==> src/rtl/spike_queue_dispatcher.sv <==
// Spike queue dispatcher: drains the external and auxiliary spike queues for the
// current biological time step in timestamp order. Each spike goes to the
// synapse/neuron update stage over a valid/ready handshake.
// Optional per-source dispatch counters are built when SPIKE_DISPATCH_STATS_EN
// is defined.
module spike_queue_dispatcher #(
    parameter int unsigned NEURON_WIDTH = 11,
    parameter int unsigned BT_WIDTH     = 36,
    parameter int unsigned STAT_WIDTH   = 16
) (
    input  logic                    Clock,
    input  logic                    Reset,
    input  logic                    DispatchEnable,
    input  logic [BT_WIDTH-1:0]     Current_BT,
    input  logic                    ExtIsQueueEmpty,
    input  logic [BT_WIDTH-1:0]     ExtBT_Head,
    input  logic [BT_WIDTH-1:0]     ExtBTOut,
    input  logic [NEURON_WIDTH-1:0] ExtNIDOut,
    output logic                    ExtDequeue,
    input  logic                    AuxIsQueueEmpty,
    input  logic [BT_WIDTH-1:0]     AuxBT_Head,
    input  logic [BT_WIDTH-1:0]     AuxBTOut,
    input  logic [NEURON_WIDTH-1:0] AuxNIDOut,
    output logic                    AuxDequeue,
    output logic                    SpikeValid,
    input  logic                    SpikeReady,
    output logic [NEURON_WIDTH-1:0] SpikeNID,
    output logic [BT_WIDTH-1:0]     SpikeBT,
    output logic                    SpikeSource,
    output logic                    DispatchComplete
`ifdef SPIKE_DISPATCH_STATS_EN
    ,
    output logic [STAT_WIDTH-1:0]   ExtDispatchCount,
    output logic [STAT_WIDTH-1:0]   AuxDispatchCount,
    output logic [STAT_WIDTH-1:0]   StepDispatchCount
`endif
);

    typedef enum logic [2:0] {
        StIdle,
        StSelect,
        StPop,
        StCapture,
        StPresent,
        StDone
    } state_e;

    state_e                  state_q, state_d;
    logic                    src_q, src_d;     // source chosen in SELECT: 0 ext, 1 aux
    logic                    rr_q, rr_d;       // tie-break pointer: 0 ext, 1 aux
    logic [NEURON_WIDTH-1:0] nid_q, nid_d;
    logic [BT_WIDTH-1:0]     bt_q, bt_d;
    logic                    spk_src_q, spk_src_d;

    logic ext_elig, aux_elig;
    logic ext_deq, aux_deq, valid, complete;

    assign ext_elig = !ExtIsQueueEmpty && (ExtBT_Head <= Current_BT);
    assign aux_elig = !AuxIsQueueEmpty && (AuxBT_Head <= Current_BT);

    // State and spike holding registers
    always_ff @(posedge Clock) begin
        if (Reset) begin
            state_q   <= StIdle;
            src_q     <= 1'b0;
            rr_q      <= 1'b0;
            nid_q     <= '0;
            bt_q      <= '0;
            spk_src_q <= 1'b0;
        end else begin
            state_q   <= state_d;
            src_q     <= src_d;
            rr_q      <= rr_d;
            nid_q     <= nid_d;
            bt_q      <= bt_d;
            spk_src_q <= spk_src_d;
        end
    end

    // Next-state, source arbitration and per-state strobes
    always_comb begin
        state_d   = state_q;
        src_d     = src_q;
        rr_d      = rr_q;
        nid_d     = nid_q;
        bt_d      = bt_q;
        spk_src_d = spk_src_q;
        ext_deq   = 1'b0;
        aux_deq   = 1'b0;
        valid     = 1'b0;
        complete  = 1'b0;
        unique case (state_q)
            StIdle: begin
                if (DispatchEnable) state_d = StSelect;
            end
            StSelect: begin
                if (!ext_elig && !aux_elig) begin
                    state_d = StDone;
                end else begin
                    state_d = StPop;
                    if (ext_elig && !aux_elig) begin
                        src_d = 1'b0;
                    end else if (aux_elig && !ext_elig) begin
                        src_d = 1'b1;
                    end else if (ExtBT_Head < AuxBT_Head) begin
                        src_d = 1'b0;
                    end else if (AuxBT_Head < ExtBT_Head) begin
                        src_d = 1'b1;
                    end else begin
                        // Equal timestamps: alternate sources across ties
                        src_d = rr_q;
                        rr_d  = !rr_q;
                    end
                end
            end
            StPop: begin
                ext_deq = !src_q;
                aux_deq = src_q;
                state_d = StCapture;
            end
            StCapture: begin
                // Popped data is valid the cycle after the dequeue strobe
                nid_d     = src_q ? AuxNIDOut : ExtNIDOut;
                bt_d      = src_q ? AuxBTOut : ExtBTOut;
                spk_src_d = src_q;
                state_d   = StPresent;
            end
            StPresent: begin
                valid = 1'b1;
                if (SpikeReady) state_d = StSelect;
            end
            StDone: begin
                complete = 1'b1;
                if (!DispatchEnable) state_d = StIdle;
            end
            default: state_d = StIdle;
        endcase
    end

    // Gate strobes with Reset so no pop can escape in a reset cycle
    assign ExtDequeue       = ext_deq && !Reset;
    assign AuxDequeue       = aux_deq && !Reset;
    assign SpikeValid       = valid && !Reset;
    assign DispatchComplete = complete && !Reset;
    assign SpikeNID         = nid_q;
    assign SpikeBT          = bt_q;
    assign SpikeSource      = spk_src_q;

`ifdef SPIKE_DISPATCH_STATS_EN
    logic [STAT_WIDTH-1:0] ext_cnt_q, aux_cnt_q, step_cnt_q;
    logic                  hs;

    assign hs = (state_q == StPresent) && SpikeReady;

    // Saturating dispatch counters; the step count restarts on each new step
    always_ff @(posedge Clock) begin
        if (Reset) begin
            ext_cnt_q  <= '0;
            aux_cnt_q  <= '0;
            step_cnt_q <= '0;
        end else begin
            if (hs && !spk_src_q && (ext_cnt_q != '1)) ext_cnt_q <= ext_cnt_q + 1'b1;
            if (hs && spk_src_q && (aux_cnt_q != '1)) aux_cnt_q <= aux_cnt_q + 1'b1;
            if ((state_q == StIdle) && DispatchEnable) begin
                step_cnt_q <= '0;
            end else if (hs && (step_cnt_q != '1)) begin
                step_cnt_q <= step_cnt_q + 1'b1;
            end
        end
    end

    assign ExtDispatchCount  = ext_cnt_q;
    assign AuxDispatchCount  = aux_cnt_q;
    assign StepDispatchCount = step_cnt_q;
`endif

endmodule
==> config.mk <==
export PLATFORM = sky130hd
export DESIGN_NAME = spike_queue_dispatcher
export DESIGN_NICKNAME = d
export VERILOG_FILES = /design/src/rtl/spike_queue_dispatcher.sv
export SDC_FILE = /design/constraint.sdc
export NUM_CORES = 1
export LEC_CHECK = 0
export ABC_AREA = 1
export BUFFER_PORTS_ARGS = -buffer_cell sky130_fd_sc_hd__buf_2
export CORE_ASPECT_RATIO = 1.75
export CORE_UTILIZATION = 48
export DETAILED_ROUTE_END_ITERATION = 6
export HOLD_SLACK_MARGIN = 0.08
export PLACE_DENSITY = 0.93
export SLEW_MARGIN = 30
export SYNTH_ARGS = -nofsm -noshare
export SYNTH_HDL_FRONTEND = slang
export SYNTH_SLANG_ARGS = --single-unit
==> constraint.sdc <==
create_clock -name Clock -period 2.8 [get_ports Clock]
set_input_delay 0.28 -clock Clock [delete_from_list [all_inputs] [get_ports Clock]]
set_output_delay 0.28 -clock Clock [all_outputs]
set_load 0.02 [all_outputs]
==> results_dict.tcl, run 1 <==
set metrics [dict create \
    status "finished, final reports clean" \
    die_area_sq_mm 0.0116 \
    fin_util 0.639 \
    dp_slack_ns 0.117 \
    die-height_microns 142 \
    synth_nets 1131 \
    cts_made_buffers 5 \
    placed_area_sq_mm 0.00673 \
    antenna_found_initial 1 \
    drv_slew 0 \
    period_share 0.831 \
    start_util 0.497 \
    r2r_end "SpikeBT[27]" \
    drc 0 \
    crit_type "input pin to flop" \
    setup_viol 0 \
    area_growth_pct 28.6 \
    cts_tree "done" \
    grt_use_total 0.281 \
    rsz0062_at_grt "false" \
    met3_usage 0.101 \
    ys_seq_area_frac 0.198 \
    cts-root-buf "clkbuf_16" \
    synth-seq-cells 53 \
    vias 6060 \
    p_total_mw 2.32 \
    grt_max_degree 60 \
    portBuffers 259 \
    path_depth 15 \
    drive_above_1_share 0.280 \
    cts_setup_buffers 0 \
    vdd_drop_max_v 0.000413 \
    p_leak_nw 4.16 \
    cp_top_family "simple AND/OR/NAND/NOR gates" \
    postCtsHoldBufs 0 \
    ios 260 \
    clock_latency_ns 0.29 \
    grt_pass1_vias 5791 \
    top_usage_layer "met2" \
    synth_top_area_share 0.260 \
    cp_slowest_stage_delay_ns 0.52 \
    cts_max_path_buffers 2 \
    max_freq_mhz 430 \
    critPathLaunch "Current_BT[11]" \
    first_pass_iters 4 \
    end_kind "flop" \
    maxCapViolations 0 \
    tightestPinTransition_ns 0.867 \
    slowest_stage "nor4_1" \
    gp_congestion 0.960 \
    syn-mean-instance-area_sq_um 6.59 \
    row_count 50 \
    syn_inst 812 \
    cpMostUsedCell "nand2_1" \
    yosysTopAreaCell "ha_1" \
    final_cells 1186 \
    yosys-top-cells-area "ha_1, dfxtp_1, a21oi_1" \
    timing.critical_path.buf_inv 3 \
    crit_end "rr_q" \
    drt-initial-drc-count 122 \
    synth-warning-count 0 \
    syn_area_sq_mm 0.00535 \
    hpwl_mm 14.1 \
    layout_commonest_cell "buf_2" \
    dp.cells 1177 \
    cts.sink_count 53 \
    relSlewSlack 0.422 \
    ctsResizeCount 0 \
    rr_worst_depth 4 \
    gr-usage-met1 0.233 \
    grt_pass1_wl_mm 25.0 \
    period_needed_ns 2.33 \
    timing.rr.start "src_q" \
    cp.arrival_ns 2.51 \
    coreArea_sq_mm 0.0108 \
    dieWidth_microns 81.8 \
    clock_skew_ns 0.00744 \
    hold_viol 0 \
    path_cells "buf_2 > inv_1 > ha_1 > nand2_1 > nor4_1 > nand4_1 > nand2_1 > nand2_1 > ha_1 > nor3_2 > inv_2 > nor3_4 > nand3_1 > nand2_1 > nor2_2" \
    mostFrequentLayoutCells "buf_2, inv_1, a21oi_1" \
    final_area_sq_mm 0.00688 \
    fin_nets 1373 \
    htreeDepth 2 \
    crit_required_ns 2.98 \
    timing.hold.ws_ns 0.272 \
    power_density_mw_per_mm2 338 \
    fin_tns_setup_ns 0 \
    gr-usage-met2 0.535 \
    wl_per_cell_microns 13.8 \
    cp_max_fo 4 \
    ant_nets 0 \
    clk_pin_slew_worst_paths_ns 0.07 \
    drt-vias-per-instance 5.11 \
    critPathLaunchType "input pin" \
    regToRegSetupSlack_ns 1.11 \
    hp-class "input pin to flop" \
    grt-ovfl-total 0 \
    wl_mm 16.3 \
    synth_cell_type_count 34 \
    worst_slack_ns 0.474 \
]
## power breakdown
group          leakage (nW)  internal, mW  switching [mW]
logic                  3.66         0.368           0.508
clock network        0.0704         0.336           0.272
registers             0.429         0.796          0.0447
## Yosys cell counts (all sizes together)
cell type	count
o21bai	1
a31oi	1
inv	158
nor3b	1
a221oi	1
clkbuf	11
a21o	2
nor2	89
nand2	122
a21oi	146
nor2b	1
nand4	8
nand3	14
o21a	2
nor4	5
mux2i	1
dfxtp	53
o21ai	61
buf	16
ha	111
nor3	6
o211ai	2
## kinds of logic (layout without fill, tap and decap cells)
group / count (synthesis) / count (layout) / synth area share
AO/OA/AOI/OAI: 216 / 216 / 0.208
adder cells (fa/ha/maj): 111 / 111 / 0.260
buffers and inverters: 185 / 428 / 0.135
flip-flops: 53 / 53 / 0.198
multiplexers: 1 / 1 / 0.00187
other: 0 / 1 / 0
AND/OR/NAND/NOR: 246 / 246 / 0.197
## worst reg2reg max path, cell delays in order (launching register included)
cell	delay [ns]
dfxtp_2	0.89
buf_12	0.30
nor2_1	0.08
a21oi_1	0.17
a21oi_1	0.11
## layer usage
layer | up-vias | share of wire
met5 | - | 0
li1 | 3142 | -
met4 | 0 | 0.048
met2 | 260 | 0.52
met1 | 2601 | 0.33
met3 | 57 | 0.10
## sequential cells by signal, summed over array words and instances (netlist names)
register and flops:
state_q 3, SpikeSource 1, SpikeBT 36, SpikeNID 11
rr_q 1, src_q 1
## worst min-delay path by stage
stage                 start     endpoint  slack, ns  cells after the start
3_5_place_dp    SpikeSource  SpikeSource       0.47                      2
5_1_grt        AuxBTOut[15]  SpikeBT[15]       0.29                      3
3_3_place_gp    SpikeSource  SpikeSource       0.46                      2
2_1_floorplan  AuxBTOut[14]  SpikeBT[14]       0.48                      2
4_1_cts               Reset        src_q       0.27                      2
6_report              Reset        src_q       0.27                      2
## layout make-up
| cell class | instances | area (sq um) |
|---|---|---|
| Timing Repair Buffer | 262 | 1340 |
| Sequential cell | 53 | 1060 |
| Antenna cell | 1 | 2.50 |
| Multi-Input combinational cell | 574 | 3570 |
| Tap cell | 130 | 163 |
| Clock buffer | 5 | 125 |
| Clock inverter | 3 | 25.0 |
| Inverter | 158 | 593 |
| Fill cell | 1001 | 3880 |
(Power assumes the default switching activity.)
==> run 2: changes to the inputs <==
CORE_UTILIZATION = 43   (was 48)
PLACE_DENSITY = 0.88   (was 0.93)
clock period = 1.95 ns   (was 2.8 ns; I/O delays follow)
==> results_dict.tcl, run 2 (same netlist as run 1, synthesis figures left out) <==
set metrics [dict create \
    antenna_found_initial 0 \
    placed_area_sq_mm 0.00728 \
    mostFrequentLayoutCells "buf_2, a21oi_1, inv_1" \
    cpMostUsedCell "nand2_2" \
    clock_skew_ns 0.00448 \
    cts_max_path_buffers 2 \
    cts.sink_count 53 \
    wl_mm 19.5 \
    fin_nets 1437 \
    die_area_sq_mm 0.0129 \
    period_share 1.06 \
    grt_use_total 0.278 \
    fin_util 0.671 \
    ios 260 \
    hpwl_mm 14.6 \
    maxCapViolations 0 \
    clk_pin_slew_worst_paths_ns 0.07 \
    final_cells 1284 \
    violations "setup timing" \
    cp_max_fo 2 \
    gp_congestion 0.979 \
    layout_commonest_cell "buf_2" \
    ant_nets 0 \
    cp_slowest_stage_delay_ns 0.26 \
    grt-ovfl-total 0 \
    coreArea_sq_mm 0.0121 \
    power_density_mw_per_mm2 462 \
    portBuffers 259 \
    drive_above_1_share 0.413 \
    drc 0 \
    hp-class "input pin to flop" \
    dieWidth_microns 86.3 \
    die-height_microns 150 \
    cts_made_buffers 5 \
    cp.arrival_ns 2.25 \
    p_leak_nw 4.52 \
    antennaDiodeCount 0 \
    dp.cells 1268 \
    grt_pass1_wl_mm 27.9 \
    row_count 53 \
    crit_required_ns 2.14 \
    crit_type "input pin to flop" \
    max_freq_mhz 485 \
    cts_tree "done" \
    fin_tns_setup_ns -0.294 \
    rsz0062_at_grt "true" \
    critPathLaunchType "input pin" \
    end_kind "flop" \
    area_growth_pct 51.5 \
    vdd_drop_max_v 0.000363 \
    final_area_sq_mm 0.00810 \
    dp_slack_ns -0.506 \
    drv_slew 0 \
    vias 6580 \
    cts-root-buf "clkbuf_16" \
    clock_latency_ns 0.29 \
    first_pass_iters 5 \
    start_util 0.443 \
    drt-initial-drc-count 171 \
    grt_pass1_vias 6297 \
    tightestPinTransition_ns 0.367 \
    setup_viol 3 \
    wl_per_cell_microns 15.2 \
    grt_max_degree 96 \
    status "finished, violations left" \
    largest_reg_flops 36 \
    relSlewSlack 0.755 \
    worst_slack_ns -0.113 \
    path_cells "buf_8 > inv_8 > buf_12 > ha_4 > nand2_1 > nor2_2 > nand2_2 > nor2_1 > nand4_1 > nand3_1 > nand2_1 > nand2_2 > ha_4 > nor3_4 > nand3_2 > nand2_2 > nor2_2" \
    drt-vias-per-instance 5.12 \
    period_needed_ns 2.06 \
    p_total_mw 3.74 \
    postCtsHoldBufs 0 \
    timing.hold.ws_ns 0.187 \
    htreeDepth 2 \
    slowest_stage "ha_4" \
    hold_viol 0 \
]
[run 2: cell types whose count changed in the layout (fill, tap and decap cells not counted), sizes merged]
cell	change
buf	+64
clkinv	-1
clkinvlp	+1
diode	-1
[run 2: layout make-up]
cell class                 count  area, sq um
fill                         988         3970
timing repair buffer         326         1920
tap                          165          206
sequential                    53         1060
clock buffer                   5          125
inverter                     158          606
multi-input combinational    574         4160
clock inverter                 3         26.3
[run 2: report_power, final]
group	switching, mW	internal [mW]	total, mW	leakage [nW]
combinational	0.930	0.741	1.67	4.03
sequential	0.0399	1.14	1.18	0.429
clock	0.406	0.485	0.890	0.0680
total	1.38	2.37	3.74	4.52
[run 2: path summary, 6_finish.rpt]
| check | startpoint | to | slack (ns) | cells past startpoint |
|---|---|---|---|---|
| worst min-delay path | AuxBTOut[20] | SpikeBT[20] | 0.19 | 3 |
| worst max register to register | state_q[2] | SpikeBT[25] | 0.57 | 6 |
| worst max-delay path | Current_BT[25] | rr_q | -0.11 | 17 |
| worst min register to register | SpikeSource | SpikeSource | 0.48 | 2 |
[run 2: layer usage]
layer,global-route usage,share of wire
met1,0.232,0.33
met2,0.546,0.51
met3,0.0783,0.089
met4,0.186,0.074
met5,0,0
[run 2: critical path: cells and delay by family]
kind,cells,cell delay (ns)
adders and majority gates,2,0.47
buffers and inverters,3,0.24
and+or+nand+nor,12,1.32
[run 2: timing repair]
item                                    in CTS  in global routing
pin swaps                                   51                 25
endpoints found under the hold margin        0                  0
gates resized for setup                     76                 47
buffers inserted                             8                  2
endpoints found under the setup margin       4                  5
==> run 3: changes to the inputs <==
CORE_MARGIN = 3   (was not set)
==> results_dict.tcl, run 3 (same netlist as run 1, synthesis figures left out) <==
set metrics [dict create \
    status "finished, violations left" \
    violations "setup timing" \
    clock_latency_ns 0.29 \
    row_count 53 \
    ant_nets 0 \
    wl_mm 19.8 \
    die-height_microns 154 \
    cts_tree "done" \
    coreArea_sq_mm 0.0121 \
    cts.sink_count 53 \
    dieWidth_microns 90.3 \
    layout_commonest_cell "buf_2" \
    final_cells 1277 \
    drc 0 \
    antenna_found_initial 3 \
    htreeDepth 2 \
    hold_viol 0 \
    critPathLaunchType "input pin" \
    placed_area_sq_mm 0.00724 \
    portBuffers 259 \
    maxCapViolations 0 \
    clock_skew_ns 0.00795 \
    dp_slack_ns -0.504 \
    grt_use_total 0.246 \
    period_needed_ns 2.01 \
    dp.cells 1265 \
    cts_made_buffers 5 \
    largest_reg_flops 36 \
    mostFrequentLayoutCells "buf_2, a21oi_1, inv_1" \
    drt-initial-drc-count 238 \
    end_kind "flop" \
    cts-root-buf "clkbuf_16" \
    timing.hold.ws_ns 0.174 \
    vias 6512 \
    grt_pass1_vias 6167 \
    cp.arrival_ns 2.20 \
    max_freq_mhz 497 \
    setup_viol 1 \
    die_area_sq_mm 0.0139 \
    final_area_sq_mm 0.00802 \
    vdd_drop_max_v 0.000322 \
    drive_above_1_share 0.404 \
    clk_pin_slew_worst_paths_ns 0.07 \
    hpwl_mm 15.3 \
    area_growth_pct 50.0 \
    rsz0062_at_grt "true" \
    drt-vias-per-instance 5.10 \
    fin_util 0.665 \
    postCtsHoldBufs 0 \
    ios 260 \
    cp_max_fo 3 \
    nFillCells 987 \
    drv_slew 0 \
    first_pass_iters 6 \
    p_total_mw 3.71 \
    power_density_mw_per_mm2 462 \
    start_util 0.443 \
    gp_congestion 0.937 \
    cts_max_path_buffers 2 \
    grt-ovfl-total 0 \
    grt_max_degree 96 \
    hp-class "input pin to flop" \
    fin_tns_setup_ns -0.0610 \
    relSlewSlack 0.544 \
    wl_per_cell_microns 15.5 \
    tightestPinTransition_ns 0.683 \
    crit_type "input pin to flop" \
    crit_required_ns 2.14 \
    p_leak_nw 4.48 \
    period_share 1.03 \
    worst_slack_ns -0.0610 \
    fin_nets 1427 \
    grt_pass1_wl_mm 27.9 \
]
==> run 3: cell types whose count changed in the layout (fill, tap and decap cells not counted), sizes merged <==
cell	change
diode	+3
clkinv	+1
buf	-10
clkinvlp	-1
==> run 3: worst paths after layout <==
check,startpoint,end,slack (ns),cells past startpoint
max reg2reg,state_q[2],SpikeBT[35],0.53,6
min,Reset,src_q,0.17,2
max,AuxBT_Head[25],rr_q,-0.06,17
min reg2reg,SpikeSource,SpikeSource,0.48,2
==> run 3: layout make-up <==
| cell class | count | area [sq um] | area share |
|---|---|---|---|
| Multi-Input combinational cell | 574 | 4180 | 0.522 |
| Timing Repair Buffer | 316 | 1810 | 0.225 |
| Sequential cell | 53 | 1060 | 0.132 |
| Inverter | 158 | 606 | 0.0755 |
| Tap cell | 165 | 206 | 0.0257 |
| Clock buffer | 5 | 125 | 0.0156 |
| Clock inverter | 3 | 25.0 | 0.00312 |
| Antenna cell | 3 | 7.51 | 0.000936 |
==> run 3: repair_timing <==
| action | 4_1_cts | 5_1_grt |
|---|---|---|
| pin swaps | 1 | 19 |
| gates resized for setup | 15 | 106 |
| setup buffers | 0 | 1 |
| setup endpoints to repair | 4 | 4 |
==> run 3: worst max-delay path: stages <==
cell and delay [ns]:
buf_2 0.15, ha_4 0.25, a21oi_1 0.14, nor2_1 0.08
nor2_1 0.19, nand3_1 0.11, a21oi_1 0.13, nand3_1 0.10
nand2_1 0.08, nand2_2 0.08, ha_4 0.17, nor3_4 0.11
inv_2 0.08, nor3_4 0.13, nand3_1 0.09, nand2_1 0.08
nor2_2 0.04
==> run 3: power by group <==
part / total, mW / internal (mW) / switching [mW]
clock network: 0.888 / 0.483 / 0.405
registers: 1.19 / 1.14 / 0.0428
logic: 1.63 / 0.718 / 0.917
total: 3.71 / 2.34 / 1.37
==> run 3: per-layer routing <==
| layer | GRT usage | wire length [microns] |
|---|---|---|
| met1 | 0.216 | 6480 |
| met2 | 0.475 | 10300 |
| met3 | 0.0852 | 1890 |
| met4 | 0.140 | 1140 |
| met5 | 0 | 0 |
